### src/rtl/mvau_fold_ctrl.sv
// mvau_fold_ctrl: fold sequencer for one MVAU matrix-vector pass.
//
// Walks SF synapse folds inside each of NF neuron folds. Fold 0 consumes beats
// straight from the input stream and writes them into the input buffer. Later
// folds replay the buffer. Each issued beat produces a weight address and an
// input-buffer address, plus one-cycle-late do_mvau_stream/sf_clr strobes to
// the PE array. After the last beat the block waits for the datapath to drain
// and then pulses done.
//
// Optional build macro MVAU_FOLD_CTRL_PERF_EN adds two 32-bit saturating
// counters, stall_cnt and beat_cnt, for performance monitoring.

module mvau_fold_ctrl #(
  parameter int unsigned SF       = 4,
  parameter int unsigned NF       = 2,
  parameter int unsigned PIPE_DLY = 2,
  parameter int unsigned WA_W     = (SF * NF > 1) ? $clog2(SF * NF) : 1,
  parameter int unsigned IA_W     = (SF > 1) ? $clog2(SF) : 1
) (
  input  logic            aclk,
  input  logic            aresetn,
  input  logic            start,
  input  logic            in_v,
  output logic            in_rdy,
  input  logic            out_rdy,
  output logic            do_mvau_stream,
  output logic            sf_clr,
  output logic [WA_W-1:0] wmem_addr,
  output logic [IA_W-1:0] ib_addr,
  output logic            ib_wen,
  output logic            busy,
  output logic            done
`ifdef MVAU_FOLD_CTRL_PERF_EN
  ,
  output logic [31:0]     stall_cnt,
  output logic [31:0]     beat_cnt
`endif
);

  localparam int unsigned NaW    = (NF > 1) ? $clog2(NF) : 1;
  // Drain covers the do_mvau_stream register stage plus PIPE_DLY+1 datapath
  // cycles, so done lands PIPE_DLY+2 cycles after the final do_mvau_stream.
  localparam int unsigned DrainW = $clog2(PIPE_DLY + 2);

  localparam logic [IA_W-1:0]   SfLast    = IA_W'(SF - 1);
  localparam logic [NaW-1:0]    NfLast    = NaW'(NF - 1);
  localparam logic [DrainW-1:0] DrainLast = DrainW'(PIPE_DLY + 1);

  localparam logic [1:0] StIdle  = 2'd0;
  localparam logic [1:0] StRun   = 2'd1;
  localparam logic [1:0] StDrain = 2'd2;

  logic [1:0]        state_q, state_d;
  logic [IA_W-1:0]   sf_cnt_q, sf_cnt_d;
  logic [NaW-1:0]    nf_cnt_q, nf_cnt_d;
  logic [DrainW-1:0] drain_cnt_q, drain_cnt_d;
  logic              dv_q;
  logic              clr_q;
  logic              done_q, done_d;

  logic run;
  logic fold0;
  logic beat;
  logic sf_last;
  logic nf_last;
  logic start_ok;

  // Beat qualification: fold 0 needs a stream beat, later folds only downstream room.
  always_comb begin
    run      = (state_q == StRun);
    fold0    = (nf_cnt_q == '0);
    sf_last  = (sf_cnt_q == SfLast);
    nf_last  = (nf_cnt_q == NfLast);
    beat     = run & out_rdy & (fold0 ? in_v : 1'b1);
    // The done cycle still closes the previous pass; a new start counts from the next cycle.
    start_ok = (state_q == StIdle) & start & ~done_q;
  end

  // Next-state logic for the pass FSM and the fold counters.
  always_comb begin
    state_d     = state_q;
    sf_cnt_d    = sf_cnt_q;
    nf_cnt_d    = nf_cnt_q;
    drain_cnt_d = drain_cnt_q;
    done_d      = 1'b0;
    case (state_q)
      StIdle: begin
        if (start_ok) begin
          state_d = StRun;
        end
      end
      StRun: begin
        if (beat) begin
          if (sf_last) begin
            sf_cnt_d = '0;
            if (nf_last) begin
              nf_cnt_d = '0;
              state_d  = StDrain;
            end else begin
              nf_cnt_d = nf_cnt_q + NaW'(1);
            end
          end else begin
            sf_cnt_d = sf_cnt_q + IA_W'(1);
          end
        end
      end
      StDrain: begin
        if (drain_cnt_q == DrainLast) begin
          drain_cnt_d = '0;
          state_d     = StIdle;
          done_d      = 1'b1;
        end else begin
          drain_cnt_d = drain_cnt_q + DrainW'(1);
        end
      end
      default: begin
        state_d = StIdle;
      end
    endcase
  end

  // State registers and the one-cycle-late PE strobes; reset aborts any pass.
  always_ff @(posedge aclk) begin
    if (!aresetn) begin
      state_q     <= StIdle;
      sf_cnt_q    <= '0;
      nf_cnt_q    <= '0;
      drain_cnt_q <= '0;
      dv_q        <= 1'b0;
      clr_q       <= 1'b0;
      done_q      <= 1'b0;
    end else begin
      state_q     <= state_d;
      sf_cnt_q    <= sf_cnt_d;
      nf_cnt_q    <= nf_cnt_d;
      drain_cnt_q <= drain_cnt_d;
      dv_q        <= beat;
      clr_q       <= beat & sf_last;
      done_q      <= done_d;
    end
  end

  // Output decode; addresses track the counters so they are valid in the issue cycle.
  always_comb begin
    in_rdy         = run & fold0 & out_rdy;
    ib_wen         = in_v & in_rdy;
    wmem_addr      = WA_W'(nf_cnt_q) * WA_W'(SF) + WA_W'(sf_cnt_q);
    ib_addr        = sf_cnt_q;
    busy           = (state_q == StRun) | (state_q == StDrain);
    do_mvau_stream = dv_q;
    sf_clr         = clr_q;
    done           = done_q;
  end

`ifdef MVAU_FOLD_CTRL_PERF_EN
  logic [31:0] stall_cnt_q;
  logic [31:0] beat_cnt_q;

  // Saturating monitors; cleared by an accepted start, frozen outside RUN.
  always_ff @(posedge aclk) begin
    if (!aresetn) begin
      stall_cnt_q <= '0;
      beat_cnt_q  <= '0;
    end else if (start_ok) begin
      stall_cnt_q <= '0;
      beat_cnt_q  <= '0;
    end else if (run) begin
      if (beat) begin
        if (beat_cnt_q != '1) begin
          beat_cnt_q <= beat_cnt_q + 32'd1;
        end
      end else if (stall_cnt_q != '1) begin
        stall_cnt_q <= stall_cnt_q + 32'd1;
      end
    end
  end

  assign stall_cnt = stall_cnt_q;
  assign beat_cnt  = beat_cnt_q;
`endif

endmodule

### config.mk
export PLATFORM = sky130hd
export DESIGN_NAME = mvau_fold_ctrl
export DESIGN_NICKNAME = d
export VERILOG_FILES = /design/src/rtl/mvau_fold_ctrl.sv
export SDC_FILE = /design/constraint.sdc
export NUM_CORES = 1
export LEC_CHECK = 0
export CORE_ASPECT_RATIO = 1.4
export CORE_MARGIN = 8
export CORE_UTILIZATION = 25
export DETAILED_ROUTE_END_ITERATION = 12
export GPL_TIMING_DRIVEN = 1
export PLACE_DENSITY_LB_ADDON = 0.12
export SYNTH_ARGS = -nofsm -noshare
export SYNTH_HDL_FRONTEND = slang
export SYNTH_SLANG_ARGS = --single-unit
### constraint.sdc
create_clock -name aclk -period 1.37 [get_ports aclk]
set_clock_uncertainty 0.05 [all_clocks]
set_input_delay 0.3425 -clock aclk [delete_from_list [all_inputs] [get_ports aclk]]
set_output_delay 0.3425 -clock aclk [all_outputs]
set_load 0.05 [all_outputs]
# After elaboration in Yosys (flattened, before gate mapping)
# Cells that the tools add are included.
# totals
reg_bits,10
inputBits,5
output_inout_bits,11
elab_cells,47
# classes
n_addsub,4
n_eq_ne,9
muxes,11
bitwise_logic,11
n_reduce_logical,5
# ops
operator,n
$mux 2,7
$and 1x1->1,8
$eq 2x2->1 const B,3
$ne 2x2->1 const B,3
$pmux 2 s3,1
$reduce_and 5->1,1
$add 2x1->2 const B,2
$ne 2x1->1 const B,2
$reduce_and 2->1,2
$add 3x2->3,1
$mux 1,3
$reduce_and 3->1,1
$eq 2x1->1 const B,1
$logic_not 2->1,1
$not 1->1,2
$add 1x1->1 const B,1
$or 1x1->1,1

# Logic depth before layout (Yosys ltp)
# Gate-level depths: netlist (run 1).
# depth
depth_word,5
depth_mapped,5
ltp_nobuf,5

# Worst setup path after synthesis (run 1)
# No wires, ideal clock.
# synth_timing
path_kind,flip-flop to output port
start,register state_q[1]
end,output port ib_wen
t_arrival_ns,1.861
required_time_ns,0.978
path_slack_ns,-0.884
path_stages_with_launch,6
n_path_buf,0
cell_sequence,dfxtp_1 inv_1 ha_1 nand2_1 nor2_1 and2_1
# synth_between
elab_chain_cells,4
# synth_rtl
element,line_no,rtl
from (decl),53,"logic [1:0] state_q, state_d;"
from (signal assigned),125,state_q <= StIdle;
from (signal assigned),133,state_q <= state_d;
$eq 2x1->1,70,run = (state_q == StRun);
$and 1x1->1 (2 in a row),145,in_rdy = run & fold0 & out_rdy;
named net in_rdy,24,"output logic in_rdy,"
$and 1x1->1,146,ib_wen = in_v & in_rdy;
to (decl),30,"output logic ib_wen,"
# The timed path passes the listed nets, and every way through them passes these cells.

# Worst setup path after layout (run 1)
# layout_timing
start,register state_q[1]
end,output port ib_wen
# layout_between
elab_chain_cells,4
# layout_rtl
element,line_no
$eq 2x1->1,70
$and 1x1->1 (2 in a row),145
$and 1x1->1,146
# No other way between the ends.

==> reports/qor.yml, run 1 <==
status: "finished with violations"
violations: "setup timing"
yosysUniqueCellTypes: 20
fin_crit_ns: 1.626
period_share_pct: 118.7
irDropWorstVdd_v: 0.001264
grt_util_met2_pct: 12.15
setup_tns_ns: -1.260
wl_um: 1333
grt_max_degree: 13
area_delta_synth_final_pct: 92.75
gp_congestion: 0.6201
drtAntennaViolNets: 0
clock_latency_ns: 0.27
hold_end: "drain_cnt_q[1]"
hpwlAfterDp_um: 972.5
cts_buffers: 3
cp-end-kind: "output pin"
crit_arrival_ns: 1.23
grtUsageMet3_pct: 2.542
cts_sinks: 10
die_w_um: 54.47
portBuffers: 15
pre_cts_ws_ns: -0.4160
layout-drive-gt1-share_pct: 50.00
die_area_um2: 3805
synth_warnings: 0
ios: 16
fmax_mhz: 615.0
fin_total_pwr_mw: 1.486
stdcell_count: 107
grt_pass1_vias: 474
post-route-util_pct: 50.60
chipHeight_um: 69.86
cp.required_ns: 0.98
grtUsageTotal_pct: 7.120
dp.cells: 98
num_vias: 491
hold_slack_ns: 0.4781
timing.hold.worst.class: "flip-flop to flip-flop"
nets: 98
post-route-drc-count: 0
placed_area_um2: 913.4
wl_per_cell_um: 12.46
clockBufferDepth: 2
initial_core_util_pct: 26.25
cts_max_level: 1
synth_top_area_cell: "dfxtp_1"
ys_seq_elements: 10
synth_top_area_share_pct: 38.65
r2r_cells: 7
synth.net_count: 66
synth_area_leaders: "dfxtp_1 (39%), ha_1 (14%), mux2i_1 (9.7%)"
first_pass_iters: 4
p_leak_nw: 0.4447
cts_root_buf: "clkbuf_4"
placeableCoreArea_um2: 1973
startpoint_type: "flip-flop"
tightest_slew_ns: 0.2646
path_clk_slew_ns: 0.07
layout_setup_ws_ns: -0.2561
synthCells: 55
ys_seq_area_share_pct: 38.65
rows: 19
synth_area_per_cell_um2: 9.418
grtUsageMet1_pct: 6.448
rsz0062_at_grt: "true"
finalMaxSlewViolations: 0
reg2reg_to: "state_q[0]"
design_area_um2: 998.5
grt_pass1_wl_um: 2021
cts_tree: "yes"
top_usage_layer: "met2"
antenna_found_initial: 0
antenna_cells: 0
critical_path.max_fanout: 3
drtIter0Drc: 13
worstSetupPathType: "flip-flop to output pin"
finalHoldViolCount: 0
hold-path-cell-count: 2
holdCritStartpoint: "drain_cnt_q[1]"
vias_per_cell: 4.589
maxSlewHeadroom_pct: 82.36
power.density_nw_per_um2: 1488
syn_area_um2: 518.0
rrSetupSlack_ns: -0.24
rr_startpoint: "state_q[1]"
maxCapViolCount: 0
grt-ovfl-total: 0
setup_viol_count_final: 7
[layout by cell type, fill, tap and decap left out]
| cell | synthesis | routed |
|---|---|---|
| ha_4 | 0 | 3 |
| buf_12 | 0 | 11 |
| o21a_1 | 1 | 1 |
| buf_4 | 3 | 15 |
| nor3b_1 | 1 | 1 |
| o211ai_1 | 1 | 1 |
| nand2b_1 | 1 | 1 |
| nor2_1 | 3 | 2 |
| or3_1 | 1 | 1 |
| dfxtp_1 | 10 | 5 |
| ha_1 | 6 | 3 |
| inv_4 | 0 | 1 |
| clkdlybuf4s50_1 | 0 | 3 |
| clkbuf_4 | 0 | 3 |
| mux2i_1 | 5 | 5 |
| a222oi_1 | 1 | 1 |
| dfxtp_2 | 0 | 2 |
| nand2_1 | 6 | 5 |
| and2_4 | 0 | 1 |
| nand3_1 | 2 | 2 |
| inv_1 | 3 | 2 |
| dfxtp_4 | 0 | 3 |
| dlygate4sd2_1 | 0 | 1 |
| nor2_4 | 0 | 1 |
| clkinv_1 | 0 | 1 |
| nor2b_1 | 4 | 4 |
| and2b_2 | 1 | 1 |
| and2_1 | 2 | 1 |
| a21boi_1 | 1 | 1 |
| buf_6 | 0 | 1 |
| nand2_4 | 0 | 1 |
| and3_1 | 2 | 2 |
[synth_stat cells]
master    number
dfxtp_1       10
ha_1           6
nand2_1        6
mux2i_1        5
nor2b_1        4
buf_4          3
inv_1          3
nor2_1         3
and2_1         2
and3_1         2
nand3_1        2
a21boi_1       1
a222oi_1       1
and2b_2        1
clkbuf_1       1
nand2b_1       1
nor3b_1        1
o211ai_1       1
o21a_1         1
or3_1          1
[registers in the layout, summed over array words and instances, names as in the netlist]
name            cells
nf_cnt_q            1
do_mvau_stream      1
done                1
ib_addr             2
sf_clr              1
state_q             2
drain_cnt_q         2
[layout make-up]
| class | count | area [µm²] |
|---|---|---|
| Fill cell | 177 | 974.7 |
| Timing Repair Buffer | 31 | 382.9 |
| Inverter | 3 | 13.76 |
| Multi-Input combinational cell | 38 | 335.3 |
| Tap cell | 21 | 26.28 |
| Sequential cell | 10 | 214.0 |
| Clock buffer | 3 | 22.52 |
| Clock inverter | 1 | 3.754 |
[worst max path at each step]
stage,from,to,slack (ns),cells after the start
floorplan,state_q[1],ib_wen,-0.22,5
global placement,out_rdy,ib_wen,-0.39,5
detailed placement,out_rdy,state_q[1],-0.42,5
CTS,state_q[1],ib_wen,-0.26,6
global route,state_q[1],ib_wen,-0.33,6
finish,state_q[1],ib_wen,-0.26,6
[logic make-up (layout without fill, tap and decap cells)]
logic type | Yosys count | in the layout | share of synthesized area (%)
flip-flops | 10 | 10 | 38.65
adder cells (fa/ha/maj) | 6 | 6 | 14.49
AND/OR/NAND/NOR | 23 | 23 | 23.67
multiplexers | 5 | 5 | 9.662
buffers and inverters | 7 | 38 | 7.245
AO/OA/AOI/OAI | 4 | 4 | 6.282
[repair_timing]
action / CTS / global route
setup endpoints to repair: 6 / 7
pin swaps: 3 / 1
gates resized for setup: 2 / 5
hold buffers: 0 / 0
buffers inserted: 3 / 3
[metal layers]
metal | vias up | part of all wire (%)
met1 | 231 | 38
met4 | 0 | 2.3
li1 | 244 | -
met2 | 12 | 53
met5 | - | 0
met3 | 4 | 6.9
[critical path, cell delays in order (launching register included)]
cell and delay [ns]:
dfxtp_2 0.34, inv_4 0.07, ha_4 0.14, nand2_4 0.05, nor2_4 0.08, and2_4 0.15, buf_12 0.13
[where the power goes]
| part | switching [mW] | leakage [nW] | internal (mW) |
|---|---|---|---|
| Clock | 0.113 | 0.0154 | 0.106 |
| Combinational | 0.414 | 0.345 | 0.472 |
| Sequential | 0.0410 | 0.0842 | 0.340 |
| Total | 0.568 | 0.445 | 0.917 |
No activity file was read; power rests on OpenSTA's default activity.
==> run 2: changes to the inputs <==
==> constraint.sdc (replaced) <==
create_clock -name aclk -period 2 [get_ports aclk]
set_clock_uncertainty 0.05 [all_clocks]
set_input_delay 0.5 -clock aclk [delete_from_list [all_inputs] [get_ports aclk]]
set_output_delay 0.5 -clock aclk [all_outputs]
set_load 0.05 [all_outputs]
==> run 2 against run 1 <==
Effect of this change:
- the run now ends clean
- via count fell by 12%
- largest power group unchanged
- global-route usage fell by 0.91 points
- clock-buffer cell count rose by 1
- highest routed layer unchanged
- sequential power fell by 33%
- sequential cell count did not move
- clock power fell by 15%
- register-to-register slack improved by 0.66 ns
- worst hold slack got worse by 0.035 ns
- utilization fell by 12 points
==> reports/qor.yml, run 2 (synthesis results as in run 1) <==
nFillCells: 210  # +19%
worstSetupPathType: "flip-flop to output pin"
p_comb_share_pct: 51.4  # -8.2 points
cp.required_ns: 1.45  # +0.47 ns
die_area_um2: 3805  # unchanged
switching_share_pct: 37.73  # -0.52 points
p_leak_nw: 0.3611  # -19%
grt_pass1_vias: 404  # -15%
drtIter0Drc: 11  # -2
grt_max_degree: 13  # unchanged
final_common_cell: "buf_4"
wl_per_cell_um: 11.64  # -6.6%
chipHeight_um: 69.86  # unchanged
seqPwrFrac_pct: 28.1  # +2.5 points
clock_latency_ns: 0.26  # about the same
num_vias: 430  # -12%
layout_setup_ws_ns: 0.08990  # +0.3460 ns
fmax_mhz: 523.5
fin_total_pwr_mw: 0.9031  # -39%
vias_per_cell: 4.574  # -0.31%
placed_area_um2: 709.4  # -22%
setup_viol_count_final: 0  # -7
grt_pass1_wl_um: 1752  # -13%
drtAntennaViolNets: 0  # unchanged
status: "completed"
maxSlewHeadroom_pct: 76.28  # -6.1 points
power.density_nw_per_um2: 1181  # -21%
antenna_found_initial: 0  # unchanged
design_area_um2: 764.5  # -23%
irDropWorstVdd_v: 0.0008270  # -35%
cts_tree: "yes"
holdBufCountCts: 0  # unchanged
clockBufferDepth: 2  # unchanged
startpoint_type: "flip-flop"
rsz0062_at_grt: "false"
crit_arrival_ns: 1.36  # +0.13 ns
layout-drive-gt1-share_pct: 31.51  # -18 points
timing.hold.worst.class: "flip-flop to flip-flop"
pre_cts_ws_ns: -0.02532  # +0.3907 ns
cp-end-kind: "output pin"
first_pass_iters: 4  # unchanged
finalMaxSlewViolations: 0  # unchanged
tightest_slew_ns: 0.3546  # +0.09006 ns
cts_sinks: 10  # unchanged
area_delta_synth_final_pct: 47.58
critical_path.max_fanout: 4  # +1
grtUsageTotal_pct: 6.207  # -0.91 points
antenna_cells: 0  # unchanged
mostFrequentLayoutCells: "buf_4 (11), dfxtp_1 (10), nand2_1 (5), mux2i_1 (5), ha_1 (5)"
internal_power_mw: 0.5624  # -39%
setup_tns_ns: 0  # +1.260 ns
die_w_um: 54.47  # unchanged
rows: 19  # unchanged
placeableCoreArea_um2: 1973  # unchanged
hpwlAfterDp_um: 852.1  # -12%
hold_slack_ns: 0.4427  # -0.03541 ns
portBuffers: 15  # unchanged
grt-ovfl-total: 0  # unchanged
wl_um: 1094  # -18%
ios: 16  # unchanged
path_clk_slew_ns: 0.07  # about the same
initial_core_util_pct: 26.25  # unchanged
cts_root_buf: "clkbuf_4"
post-route-drc-count: 0  # unchanged
fin_crit_ns: 1.910
cts_buffers: 3  # unchanged
maxCapViolCount: 0  # unchanged
nets: 85  # -13%
cts_max_level: 1  # unchanged
finalHoldViolCount: 0  # unchanged
switchingPower_mw: 0.3407  # -40%
period_share_pct: 95.50
gp_congestion: 0.6320  # +1.9%
clock_power_share_pct: 20.6  # +5.9 points
-- run 2: power by group through the flow --
| stage | clock [mW] | sequential (mW) | combinational [mW] |
|---|---|---|---|
| finish | 0.186 | 0.254 | 0.464 |
| global route | 0.204 | 0.260 | 0.493 |
| CTS | 0.192 | 0.250 | 0.458 |
| detailed placement | 0 | 0.253 | 0.449 |
| global placement | 0 | 0.254 | 0.444 |
| floorplan | 0 | 0.262 | 0.254 |
-- run 2: per-layer routing --
metal	vias to the layer above	track usage, %	share of wire [%]
met3	2	2.966	11
met5	-	0	0
met1	197	6.716	40
met2	12	9.079	48
met4	0	4.121	1.7
li1	219	-	-
-- run 2: timing repair --
item / 4_1_cts / 5_1_grt
endpoints found under the setup margin: 1 / 1
buffers inserted: 0 / 0
gates resized for setup: 3 / 2
cloned: 0 / 0
-- run 2: worst paths after layout --
path                                 start    endpoint  slack, ns  cells after the start
worst min-delay path            state_q[1]  state_q[1]       0.44                      2
worst max-delay path            state_q[1]      ib_wen       0.09                      6
worst max register to register  state_q[0]  state_q[1]       0.42                      5
worst min register to register  state_q[1]  state_q[1]       0.44                      2
-- run 2: cell type report --
class                   instances  area, µm²  area share (%)
well taps                      21      26.28           3.437
inverters                       3      11.26           1.473
multi-input cells              38      305.3           39.93
repair buffers                 18      185.2           24.22
clock buffers                   4      36.28           4.746
flip-flops and latches         10      200.2           26.19
-- run 2: stage by stage --
stage / instances / utilization, %
after floorplan: 55 / -
after global placement: 90 / 35.95
after detailed placement: 90 / 35.95
after CTS: 94 / 38.11
after global routing: 94 / 38.74
final: 94 / 38.74
-- run 2: critical path: stages (launching register included) --
cell,delay (ns)
dfxtp_1,0.36
inv_1,0.11
ha_4,0.19
nand2_2,0.09
nor2_4,0.04
and2_4,0.17
buf_12,0.14
